File: src/rtl/btb_set_assoc_if.sv
// Fetch/execute-side bundle for the set-associative BTB: lookup, training,
// flush and performance counter signals.
interface btb_set_assoc_if #(
   parameter int PC_W  = 32,
   parameter int CNT_W = 32
);
   logic             lookup_valid;
   logic [PC_W-1:0]  lookup_pc;
   logic             hit;
   logic             pred_taken;
   logic [PC_W-1:0]  pred_target;
   logic             upd_valid;
   logic [PC_W-1:0]  upd_pc;
   logic             upd_taken;
   logic [PC_W-1:0]  upd_target;
   logic             upd_mispredict;
   logic             flush_all;
   logic [CNT_W-1:0] perf_lookups;
   logic [CNT_W-1:0] perf_hits;
   logic [CNT_W-1:0] perf_mispredicts;

   modport master (
      output lookup_valid, lookup_pc, upd_valid, upd_pc, upd_taken, upd_target,
             upd_mispredict, flush_all,
      input  hit, pred_taken, pred_target, perf_lookups, perf_hits, perf_mispredicts
   );

   modport slave (
      input  lookup_valid, lookup_pc, upd_valid, upd_pc, upd_taken, upd_target,
             upd_mispredict, flush_all,
      output hit, pred_taken, pred_target, perf_lookups, perf_hits, perf_mispredicts
   );
endinterface

File: src/rtl/btb_set_assoc.sv
// Set-associative branch target buffer with saturating direction counters and
// round-robin replacement. Define BTB_PERF_CNT_EN to build the performance counters.
module btb_set_assoc #(
   parameter int PC_W  = 32,
   parameter int SETS  = 16,
   parameter int WAYS  = 2,
   parameter int CTR_W = 2,
   parameter int CNT_W = 32
) (
   input  logic            clk,
   input  logic            reset_n,
   btb_set_assoc_if.slave  bus
);
   localparam int IDX_W = $clog2(SETS);
   localparam int TAG_W = PC_W - IDX_W - 2;
   localparam int WAY_W = (WAYS > 1) ? $clog2(WAYS) : 1;
   localparam logic [CTR_W-1:0] CTR_ALLOC = CTR_W'(1) << (CTR_W - 1);

   logic [WAYS-1:0]  valid_reg  [SETS];
   logic [WAY_W-1:0] ptr_reg    [SETS];
   logic [TAG_W-1:0] tag_reg    [SETS][WAYS];
   logic [PC_W-1:0]  target_reg [SETS][WAYS];
   logic [CTR_W-1:0] ctr_reg    [SETS][WAYS];

   logic [IDX_W-1:0] lk_idx, up_idx;
   logic [TAG_W-1:0] lk_tag, up_tag;
   logic [WAYS-1:0]  lk_match, up_match, wr_way;
   logic [CTR_W-1:0] ctr_next [WAYS];
   logic [PC_W-1:0]  lk_target;
   logic             lk_msb;
   logic             up_hit, inv_found, do_write;
   logic [WAY_W-1:0] inv_way, victim, ptr_adv;

   assign lk_idx = bus.lookup_pc[IDX_W+1:2];
   assign lk_tag = bus.lookup_pc[PC_W-1:IDX_W+2];
   assign up_idx = bus.upd_pc[IDX_W+1:2];
   assign up_tag = bus.upd_pc[PC_W-1:IDX_W+2];

   generate
      for (genvar gi = 0; gi < WAYS; gi++) begin : g_way
         assign lk_match[gi] = valid_reg[lk_idx][gi] && (tag_reg[lk_idx][gi] == lk_tag);
         assign up_match[gi] = valid_reg[up_idx][gi] && (tag_reg[up_idx][gi] == up_tag);
         // A tag hit always wins over allocation, so entries never duplicate.
         assign wr_way[gi]   = up_hit ? up_match[gi] : (victim == WAY_W'(gi));

         always_comb begin
            ctr_next[gi] = ctr_reg[up_idx][gi];
            if (bus.upd_taken) begin
               if (ctr_reg[up_idx][gi] != {CTR_W{1'b1}})
                  ctr_next[gi] = ctr_reg[up_idx][gi] + 1'b1;
            end else if (ctr_reg[up_idx][gi] != '0) begin
               ctr_next[gi] = ctr_reg[up_idx][gi] - 1'b1;
            end
         end
      end
   endgenerate

   always_comb begin
      lk_target = '0;
      lk_msb    = 1'b0;
      for (int w = 0; w < WAYS; w++) begin
         if (lk_match[w]) begin
            lk_target = target_reg[lk_idx][w];
            lk_msb    = ctr_reg[lk_idx][w][CTR_W-1];
         end
      end
   end

   assign bus.hit         = bus.lookup_valid && (|lk_match);
   assign bus.pred_taken  = bus.hit && lk_msb;
   assign bus.pred_target = bus.pred_taken ? lk_target : bus.lookup_pc + PC_W'(4);

   // Lowest-index invalid way; scanning downward lets the lowest one win.
   always_comb begin
      inv_found = 1'b0;
      inv_way   = '0;
      for (int w = WAYS - 1; w >= 0; w--) begin
         if (!valid_reg[up_idx][w]) begin
            inv_found = 1'b1;
            inv_way   = WAY_W'(w);
         end
      end
   end

   assign up_hit   = |up_match;
   assign victim   = inv_found ? inv_way : ptr_reg[up_idx];
   assign ptr_adv  = (ptr_reg[up_idx] == WAY_W'(WAYS - 1)) ? '0 : ptr_reg[up_idx] + 1'b1;
   assign do_write = reset_n && bus.upd_valid && !bus.flush_all && (up_hit || bus.upd_taken);

   always_ff @(posedge clk or negedge reset_n) begin
      if (!reset_n) begin
         for (int s = 0; s < SETS; s++) begin
            valid_reg[s] <= '0;
            ptr_reg[s]   <= '0;
         end
      end else if (bus.flush_all) begin
         for (int s = 0; s < SETS; s++) begin
            valid_reg[s] <= '0;
            ptr_reg[s]   <= '0;
         end
      end else if (do_write && !up_hit) begin
         valid_reg[up_idx] <= valid_reg[up_idx] | wr_way;
         if (!inv_found)
            ptr_reg[up_idx] <= ptr_adv;
      end
   end

   // Payload arrays carry no reset; a cleared valid bit makes them don't-care.
   always_ff @(posedge clk) begin
      for (int w = 0; w < WAYS; w++) begin
         if (do_write && wr_way[w]) begin
            tag_reg[up_idx][w] <= up_tag;
            ctr_reg[up_idx][w] <= up_hit ? ctr_next[w] : CTR_ALLOC;
            if (bus.upd_taken)
               target_reg[up_idx][w] <= bus.upd_target;
         end
      end
   end

`ifdef BTB_PERF_CNT_EN
   logic [CNT_W-1:0] lookups_reg, hits_reg, mispredicts_reg;

   always_ff @(posedge clk or negedge reset_n) begin
      if (!reset_n) begin
         lookups_reg     <= '0;
         hits_reg        <= '0;
         mispredicts_reg <= '0;
      end else begin
         if (bus.lookup_valid)
            lookups_reg <= lookups_reg + 1'b1;
         if (bus.hit)
            hits_reg <= hits_reg + 1'b1;
         if (bus.upd_valid && bus.upd_mispredict)
            mispredicts_reg <= mispredicts_reg + 1'b1;
      end
   end

   assign bus.perf_lookups     = lookups_reg;
   assign bus.perf_hits        = hits_reg;
   assign bus.perf_mispredicts = mispredicts_reg;
`else
   assign bus.perf_lookups     = '0;
   assign bus.perf_hits        = '0;
   assign bus.perf_mispredicts = '0;
`endif

   logic unused_bits;
   assign unused_bits = ^{bus.upd_pc[1:0], bus.upd_mispredict};
endmodule
File: src/flat_wrapper.sv
// flat-port wrapper written by rule: the top's interface ports become plain ports
module btb_set_assoc_flat 
#(
   parameter int PC_W  = 32,
   parameter int SETS  = 16,
   parameter int WAYS  = 2,
   parameter int CTR_W = 2,
   parameter int CNT_W = 32
)
  (clk, reset_n, bus_lookup_valid, bus_lookup_pc, bus_upd_valid, bus_upd_pc, bus_upd_taken, bus_upd_target, bus_upd_mispredict, bus_flush_all, bus_hit, bus_pred_taken, bus_pred_target, bus_perf_lookups, bus_perf_hits, bus_perf_mispredicts);
  btb_set_assoc_if #(.PC_W(PC_W), .CNT_W(CNT_W)) bus_i ();
  input  logic clk;
  input  logic reset_n;
  input wire logic [$bits(bus_i.lookup_valid)-1:0] bus_lookup_valid;
  input wire logic [$bits(bus_i.lookup_pc)-1:0] bus_lookup_pc;
  input wire logic [$bits(bus_i.upd_valid)-1:0] bus_upd_valid;
  input wire logic [$bits(bus_i.upd_pc)-1:0] bus_upd_pc;
  input wire logic [$bits(bus_i.upd_taken)-1:0] bus_upd_taken;
  input wire logic [$bits(bus_i.upd_target)-1:0] bus_upd_target;
  input wire logic [$bits(bus_i.upd_mispredict)-1:0] bus_upd_mispredict;
  input wire logic [$bits(bus_i.flush_all)-1:0] bus_flush_all;
  output wire logic [$bits(bus_i.hit)-1:0] bus_hit;
  output wire logic [$bits(bus_i.pred_taken)-1:0] bus_pred_taken;
  output wire logic [$bits(bus_i.pred_target)-1:0] bus_pred_target;
  output wire logic [$bits(bus_i.perf_lookups)-1:0] bus_perf_lookups;
  output wire logic [$bits(bus_i.perf_hits)-1:0] bus_perf_hits;
  output wire logic [$bits(bus_i.perf_mispredicts)-1:0] bus_perf_mispredicts;
  assign bus_i.lookup_valid = bus_lookup_valid;
  assign bus_i.lookup_pc = bus_lookup_pc;
  assign bus_i.upd_valid = bus_upd_valid;
  assign bus_i.upd_pc = bus_upd_pc;
  assign bus_i.upd_taken = bus_upd_taken;
  assign bus_i.upd_target = bus_upd_target;
  assign bus_i.upd_mispredict = bus_upd_mispredict;
  assign bus_i.flush_all = bus_flush_all;
  assign bus_hit = bus_i.hit;
  assign bus_pred_taken = bus_i.pred_taken;
  assign bus_pred_target = bus_i.pred_target;
  assign bus_perf_lookups = bus_i.perf_lookups;
  assign bus_perf_hits = bus_i.perf_hits;
  assign bus_perf_mispredicts = bus_i.perf_mispredicts;
  btb_set_assoc #(.PC_W(PC_W), .SETS(SETS), .WAYS(WAYS), .CTR_W(CTR_W), .CNT_W(CNT_W)) u_core (.clk(clk), .reset_n(reset_n), .bus(bus_i));
endmodule
File: config.mk
export PLATFORM = sky130hd
export DESIGN_NAME = btb_set_assoc_flat
export DESIGN_NICKNAME = d
export VERILOG_FILES = /design/src/rtl/btb_set_assoc_if.sv /design/src/rtl/btb_set_assoc.sv /design/src/flat_wrapper.sv
export SDC_FILE = /design/constraint.sdc
export NUM_CORES = 2
export LEC_CHECK = 0
export ABC_CLOCK_PERIOD_IN_PS = 12160
export CAP_MARGIN = 20
export CORE_MARGIN = 2
export CORE_UTILIZATION = 62
export CTS_CLUSTER_DIAMETER = 100
export DETAILED_ROUTE_END_ITERATION = 10
export PLACE_DENSITY = 0.8
export SYNTH_ARGS = -nofsm -noshare
export SYNTH_HDL_FRONTEND = slang
export SYNTH_SLANG_ARGS = --single-unit
File: constraint.sdc
create_clock -name clk -period 12.16 [get_ports clk]
set_input_delay 3.648 -clock clk [delete_from_list [all_inputs] [get_ports clk]]
set_output_delay 3.648 -clock clk [all_outputs]
set_load 0.005 [all_outputs]
# After elaboration in Yosys (flattened, before gate mapping)
# Memory sizes are Yosys's and may differ from the RTL's.
# Index checks and enable logic that the tools add are counted.
# word_totals
register_bits	48
latch_bits	0
mem_bits_rw	1920
mem_bits_ro	0
in_bits	103
out_inout_bits	130
word_cells	126
n_memories	3
# op_classes
addsub	6
n_mul	0
div_mod_pow	0
order_cmp	3
n_eq_ne	7
shift	0
muxes	49
bitwise_logic	4
reduce_logical	22
# memory_table
name	words	width	rd	rd_clocked_by_memory_dff	write_ports	line	rtl
u_core.target_reg	16	64	1	0	1	btb_set_assoc.sv:22	logic [PC_W-1:0] target_reg [SETS][WAYS];
u_core.tag_reg	16	52	2	0	1	btb_set_assoc.sv:21	logic [TAG_W-1:0] tag_reg [SETS][WAYS];
u_core.ctr_reg	16	4	2	0	1	btb_set_assoc.sv:23	logic [CTR_W-1:0] ctr_reg [SETS][WAYS];
# ops
op	n
32-bit 2-to-1 mux	5
26-bit == test	4
16-bit 2-to-1 mux	3
32-bit by 3-bit adder with 32-bit output, second input constant	1
32-bit bitwise mux	1
2-bit 2-to-1 mux	13
1-bit 2-to-1 mux	21
2-bit binary-select mux with 4-bit select	2
16-bit bitwise mux	1
1-bit logical AND	13
5-bit greater-or-equal comparator, second input constant	2
4-bit inverter with 5-bit output	2
2-bit demux with 4-bit select	1
2-bit != test, second input constant	3
2-bit nonzero test	3
5-bit by 1-bit < comparator with 1-bit output, second input constant	1
2-bit by 1-bit adder with 2-bit output, second input constant	2
1-bit binary-select mux with 4-bit select	1
1-bit demux with 4-bit select	1
2-bit OR reduction	2
2-bit by 1-bit subtractor with 2-bit output, second input constant	2
1-bit zero test	2
2-bit OR	1
2-bit AND reduction	1
3 further kinds	3

# Depth between registers and ports, before layout
# logic_depth
ltp_word	13
depth_mapped	17
mapped_depth_nobuf	9

# Least setup slack after synthesis
# No wires, ideal clock.
# synth_path
path_kind	input port to output port
start	in bus_lookup_pc[2]
end	out bus_pred_target[19]
t_arrival_ps	7208
required_time_ps	8512
path_slack_ps	1304
cell_stages	14
n_path_buf	10
cell_sequence	buf_6 buf_6 buf_4 buf_6 buf_4 buf_4 buf_2 buf_2 buf_2 buf_2 mux4_2 mux4_2 o32ai_1 a21oi_1
# synth_via
elab_chain_len	9
word_cells_on_any_way	20
cone_classes	add/sub (1); eq/ne (2); mux (8); bitwise (1); reduce/logical (5); memory (3)
# synth_lines
element	line	rtl
start, declared	flat_wrapper.sv:15	input wire logic [$bits(bus_i.lookup_pc)-1:0] bus_lookup_pc;
parallel branches: the longest is 8 deep, another holds memory 16 x 52 bit	n/a	
32-bit 2-to-1 mux *	btb_set_assoc.sv:71	assign bus.pred_target = bus.pred_taken ? lk_target : bus.lookup_pc + PC_W'(4);
end, declared	flat_wrapper.sv:24	output wire logic [$bits(bus_i.pred_target)-1:0] bus_pred_target;
# Every way passes the cells marked *. The select of a mux whose other input is x is not followed.

# Final worst setup path
# layout_path
start	in bus_lookup_pc[4]
end	out bus_pred_target[3]
# Same word-level chain as after synthesis.

==> run summary <==
The tools report the CTS H-tree depth as 4. The buffer levels on the longest clock path is 3. The count of nets left with antenna violations once routing finished came out at 0. The library cells used most frequently in the layout, excluding fill and tap cells, are 1920 x sky130_fd_sc_hd__edfxtp_1, 689 x sky130_fd_sc_hd__mux4_2, 318 x sky130_fd_sc_hd__mux2i_1. The nature of the critical path startpoint is a primary input. The most common library cell in the layout ignoring fill and taps was sky130_fd_sc_hd__edfxtp_1. The sequential cell area was 58860 µm²; the hold path depth was 2. For the final worst-path setup slack, the log shows -0.06085 ns. The critical path starts at bus_lookup_pc[4]. The floorplan step set the die height to 379.8 µm. The run gives 52420 as the via count of the first global-routing pass. The share of cells above drive strength 1 is 28.98%, and the final sum of negative setup slack is -0.1320 ns. The overall routing resource usage was 39.02%; the normalized max-slew margin was 20.84%. The run gives 0.08093 ns as the setup clock skew after layout.

Reg-to-reg critical path endpoint: u_core.tag_reg[15][40]$_DFFE_PP_. The multi-input combinational cells in the finished layout cover a total of 27200 µm². The count of endpoints failing setup in the final report is 5, and the fraction of registers with async set/reset is 2.439%. For this design the total switching power over the nets is 0.003382 W.

The worst path in the final design needs a cycle of 12.22 ns, including I/O delays and setup. In this run the number of cells on the critical path is 13. The worst setup path is captured at an output pin.

For the pin with the worst max-slew slack, the measured transition is 1.182 ns. Dividing total power by cell area gives a power density of 148.1 nW/µm². The maximum clock frequency was 81.83 MHz; the placed standard-cell area was 92750 µm². The initial antenna violation count came out at 7. After synthesis the cells add up to 87570 µm².

The number of optimization iterations in the first detailed-route pass was 10. Endpoint of the worst hold path: u_core.valid_reg[22]$_DFFE_PN0P_. At the end of routability-driven placement, the weighted congestion stood at 1.053. The logs give 144300 µm² for the die area and 99560 µm² for the area of all placed cells without fillers.

In this run switching power makes up 22.93% of total power. The first routing iteration left 9758 violations. The detailed placement HPWL was 161.9 mm; the number of enable-type register cells in the synthesized netlist was 1920. On the worst path, the slowest cell contributes a delay of 0.64 ns. Of the synthesized area, sequential elements account for 67.21%. Internal power comes to 0.01137 W.

The startpoint identified for the worst register-to-register timing path is u_core.tag_reg[3][33]$_DFFE_PP_. The mean cell area of the mapped netlist works out to 19.21 µm². The count of cell types in the netlist is 78, and the number of cells on the worst reg-to-reg path is 11.

Clock tree synthesis selected as its root buffer the cell sky130_fd_sc_hd__clkbuf_16. The warning count from the yosys run is 0. After detailed routing, the average wire length per cell comes to 40.61 µm. The tools report the instance count of the mapped netlist as 4559. After detailed routing, the number of vias per cell comes to 7.619. Worst hold path class: register to register.

The number of synthesized register bits works out to 1968. Registers are responsible for 50.5% of the overall power. On the critical path, the stage with the largest delay is an instance of sky130_fd_sc_hd__o32ai_1. Of the total power, the clock network draws 41.9%. The layout has 8040 filler cells. The critical hold path startpoint is u_core.valid_reg[22]$_DFFE_PN0P_. The overflow left after global routing is 0, and the horizontal die dimension is 379.8 µm.

Critical path data arrival time: 8.57 ns. In the final design database the tool counted 5021 nets. The register with the most flip-flops in the layout has 1024 of them. TritonCTS built the clock tree. Relative to the synthesized area, the layout overhead comes to 13.69%.

The first global-routing pass estimated 392.5 mm of wire. Static leakage power: 32.68 nW. After clock tree synthesis, the clock-pin slew on the worst setup and hold paths is 0.06 ns.

Clock tree synthesis inserted a total of 190 buffers. The run gives 0.5343 ns as the worst hold slack. The flow ran to the end, but the final reports show violations. The final hold violation count was 0; the largest fanout on the critical path was 70. Wires add up to 282.6 mm.

The checks that failed: setup timing. Kind of cell with the highest combined delay on the critical path: compound AO/OA/AOI/OAI gates. The number of buffers and inverters on the critical path is 4. The logs give 6592 for the count of placed standard cells including taps and 0 for the post-CTS repair timing setup buffer count. Class of the most critical setup path: primary input to output pin. Max-cap violations in this run came to 0. CTS saw 1968 sinks. For this run, the number of standard cells in the final layout without fillers is 6959.

The floorplan has 137 rows. The setup check on the worst reg-to-reg path leaves a slack of 6.18 ns. By instance count, the cell type seen most on the critical path is sky130_fd_sc_hd__buf_12. Count of pins over their slew limit: 0. Walking the worst path, the cells encountered are buf_8 -> buf_12 -> mux2i_1 -> a22oi_1 -> nand3_1 -> a221o_1 -> nor4_1 -> o211ai_1 -> or4_1 -> buf_12 -> o32ai_1 -> a21oi_1 -> clkdlybuf4s50_1. In this run the count of I/O pins placed on the die edge is 233. Most frequently used flop master after synthesis: sky130_fd_sc_hd__edfxtp_1. The worst path uses 100.5% of the clock period. The starting density of the core was 62.61%. The standard cell core area was 139900 µm²; the share of total power in combinational logic was 7.7%. Entering global routing, the biggest net connects 77 pins.

The clock insertion delay at the later pin of the skew report was 0.87 ns; the overall via count from detail_route was 53020. The tools report the maximum resistive drop on vdd as 219.7 µV. At the worst endpoint, the required time is 8.51 ns. The number of buffers inserted by port buffering is 133, and the total DRC errors in the routed layout is 0.
[stage by stage]
step	utilization, %	total power (W)	setup slack, ns
finish	71.18	0.01475	-0.06085
global route	71.16	0.01503	-0.02755
global placement	66.31	0.008643	-0.2100
detailed placement	66.31	0.008659	-0.09559
CTS	70.95	0.01471	0.001582
floorplan	-	0.008209	1.304
[Yosys cell counts, types with 9 or more instances]
cell / n / area, µm²
sky130_fd_sc_hd__a21o_1: 21 / 157.7
sky130_fd_sc_hd__nor2_1: 80 / 300.3
sky130_fd_sc_hd__o21ai_0: 36 / 180.2
sky130_fd_sc_hd__a31oi_1: 13 / 81.33
sky130_fd_sc_hd__nand4_1: 34 / 212.7
sky130_fd_sc_hd__o22ai_1: 40 / 250.2
sky130_fd_sc_hd__a22o_1: 33 / 289.0
sky130_fd_sc_hd__buf_1: 25 / 93.84
sky130_fd_sc_hd__o2111ai_1: 9 / 78.83
sky130_fd_sc_hd__mux2_2: 40 / 450.4
sky130_fd_sc_hd__edfxtp_1: 1920 / 57660
sky130_fd_sc_hd__a22oi_1: 68 / 510.5
sky130_fd_sc_hd__dfrtp_1: 48 / 1201
sky130_fd_sc_hd__a21oi_1: 87 / 435.4
sky130_fd_sc_hd__o211ai_1: 15 / 112.6
sky130_fd_sc_hd__nand2_1: 91 / 341.6
sky130_fd_sc_hd__buf_4: 135 / 1013
sky130_fd_sc_hd__a221oi_1: 24 / 210.2
sky130_fd_sc_hd__nand3_1: 29 / 145.1
sky130_fd_sc_hd__mux4_2: 689 / 15520
sky130_fd_sc_hd__mux2i_1: 321 / 3213
sky130_fd_sc_hd__nor3_1: 74 / 370.4
sky130_fd_sc_hd__nor2b_1: 63 / 394.1
sky130_fd_sc_hd__xnor2_1: 88 / 770.7
sky130_fd_sc_hd__xor2_1: 32 / 280.3
sky130_fd_sc_hd__nand2b_1: 29 / 181.4
sky130_fd_sc_hd__o32ai_1: 36 / 315.3
sky130_fd_sc_hd__o41ai_1: 34 / 297.8
sky130_fd_sc_hd__a32o_1: 15 / 150.1
sky130_fd_sc_hd__and2_1: 11 / 68.82
sky130_fd_sc_hd__clkbuf_1: 147 / 551.8
sky130_fd_sc_hd__and3_1: 10 / 62.56
sky130_fd_sc_hd__buf_2: 104 / 520.5
sky130_fd_sc_hd__inv_1: 31 / 116.4
sky130_fd_sc_hd__nor4_1: 11 / 68.82
[cell families (layout without fill, tap and decap cells)]
group | Yosys count | in the layout | share of synthesized area (%)
XOR/XNOR | 120 | 120 | 1.200
flip-flops | 1968 | 1968 | 67.21
adder cells (fa/ha/maj) | 3 | 3 | 0.03715
multiplexers | 1050 | 1050 | 21.90
AND/OR/NAND/NOR | 467 | 467 | 2.771
AO/OA/AOI/OAI | 492 | 492 | 4.122
buffers and inverters | 458 | 877 | 2.750
other | 1 | 106 | 0.004282
[power groups by stage]
stage	logic, W	registers (W)	clock network (W)
floorplan	0.000621	0.00759	0
detailed placement	0.00107	0.00759	0
CTS	0.00109	0.00744	0.00618
global placement	0.00105	0.00759	0
finish	0.00113	0.00744	0.00617
global route	0.00116	0.00744	0.00643
[how the worst max path moves through the flow]
stage / end / slack [ns]
CTS: bus_pred_target[2] / 0.002
global placement: bus_pred_target[15] / -0.21
detailed placement: bus_pred_target[15] / -0.1
floorplan: bus_pred_target[19] / 1.30
global route: bus_pred_target[2] / -0.03
finish: bus_pred_target[3] / -0.06
[worst reg2reg max path: cells and delay by family, from the launching register on]
kind | cells | cell delay, ns
AND/OR/NAND/NOR | 4 | 2.96
flip-flops | 1 | 0.41
AO/OA/AOI/OAI | 2 | 0.50
multiplexers | 2 | 0.66
XOR/XNOR | 1 | 0.25
buffers and inverters | 2 | 0.83
[cell type report]
type                            instances  share of cell area [%]
Sequential cell                      1968                   59.12
Multi-Input combinational cell       2228                   27.32
Clock buffer                          223                   4.900
Timing Repair Buffer                  489                   4.516
Tap cell                             1876                   2.358
Clock inverter                        125                   1.605
Inverter                               40                  0.1558
Antenna cell                           10                 0.02514
[repair_timing]
item                                    4_1_cts  5_1_grt
hold buffers                                  0        0
endpoints found under the setup margin        8       33
gates resized for setup                       4       20
pin swaps                                     0        0
gates cloned                                  0        0
[per-layer routing]
| metal | track usage [%] | wire, µm | vias up |
|---|---|---|---|
| li1 | - | - | 19760 |
| met1 | 49.53 | 91540 | 27030 |
| met2 | 59.80 | 130500 | 5065 |
| met3 | 11.88 | 38690 | 1163 |
| met4 | 23.79 | 21710 | 8 |
| met5 | 0 | 132 | - |
No activity file was read; power rests on OpenSTA's default activity.
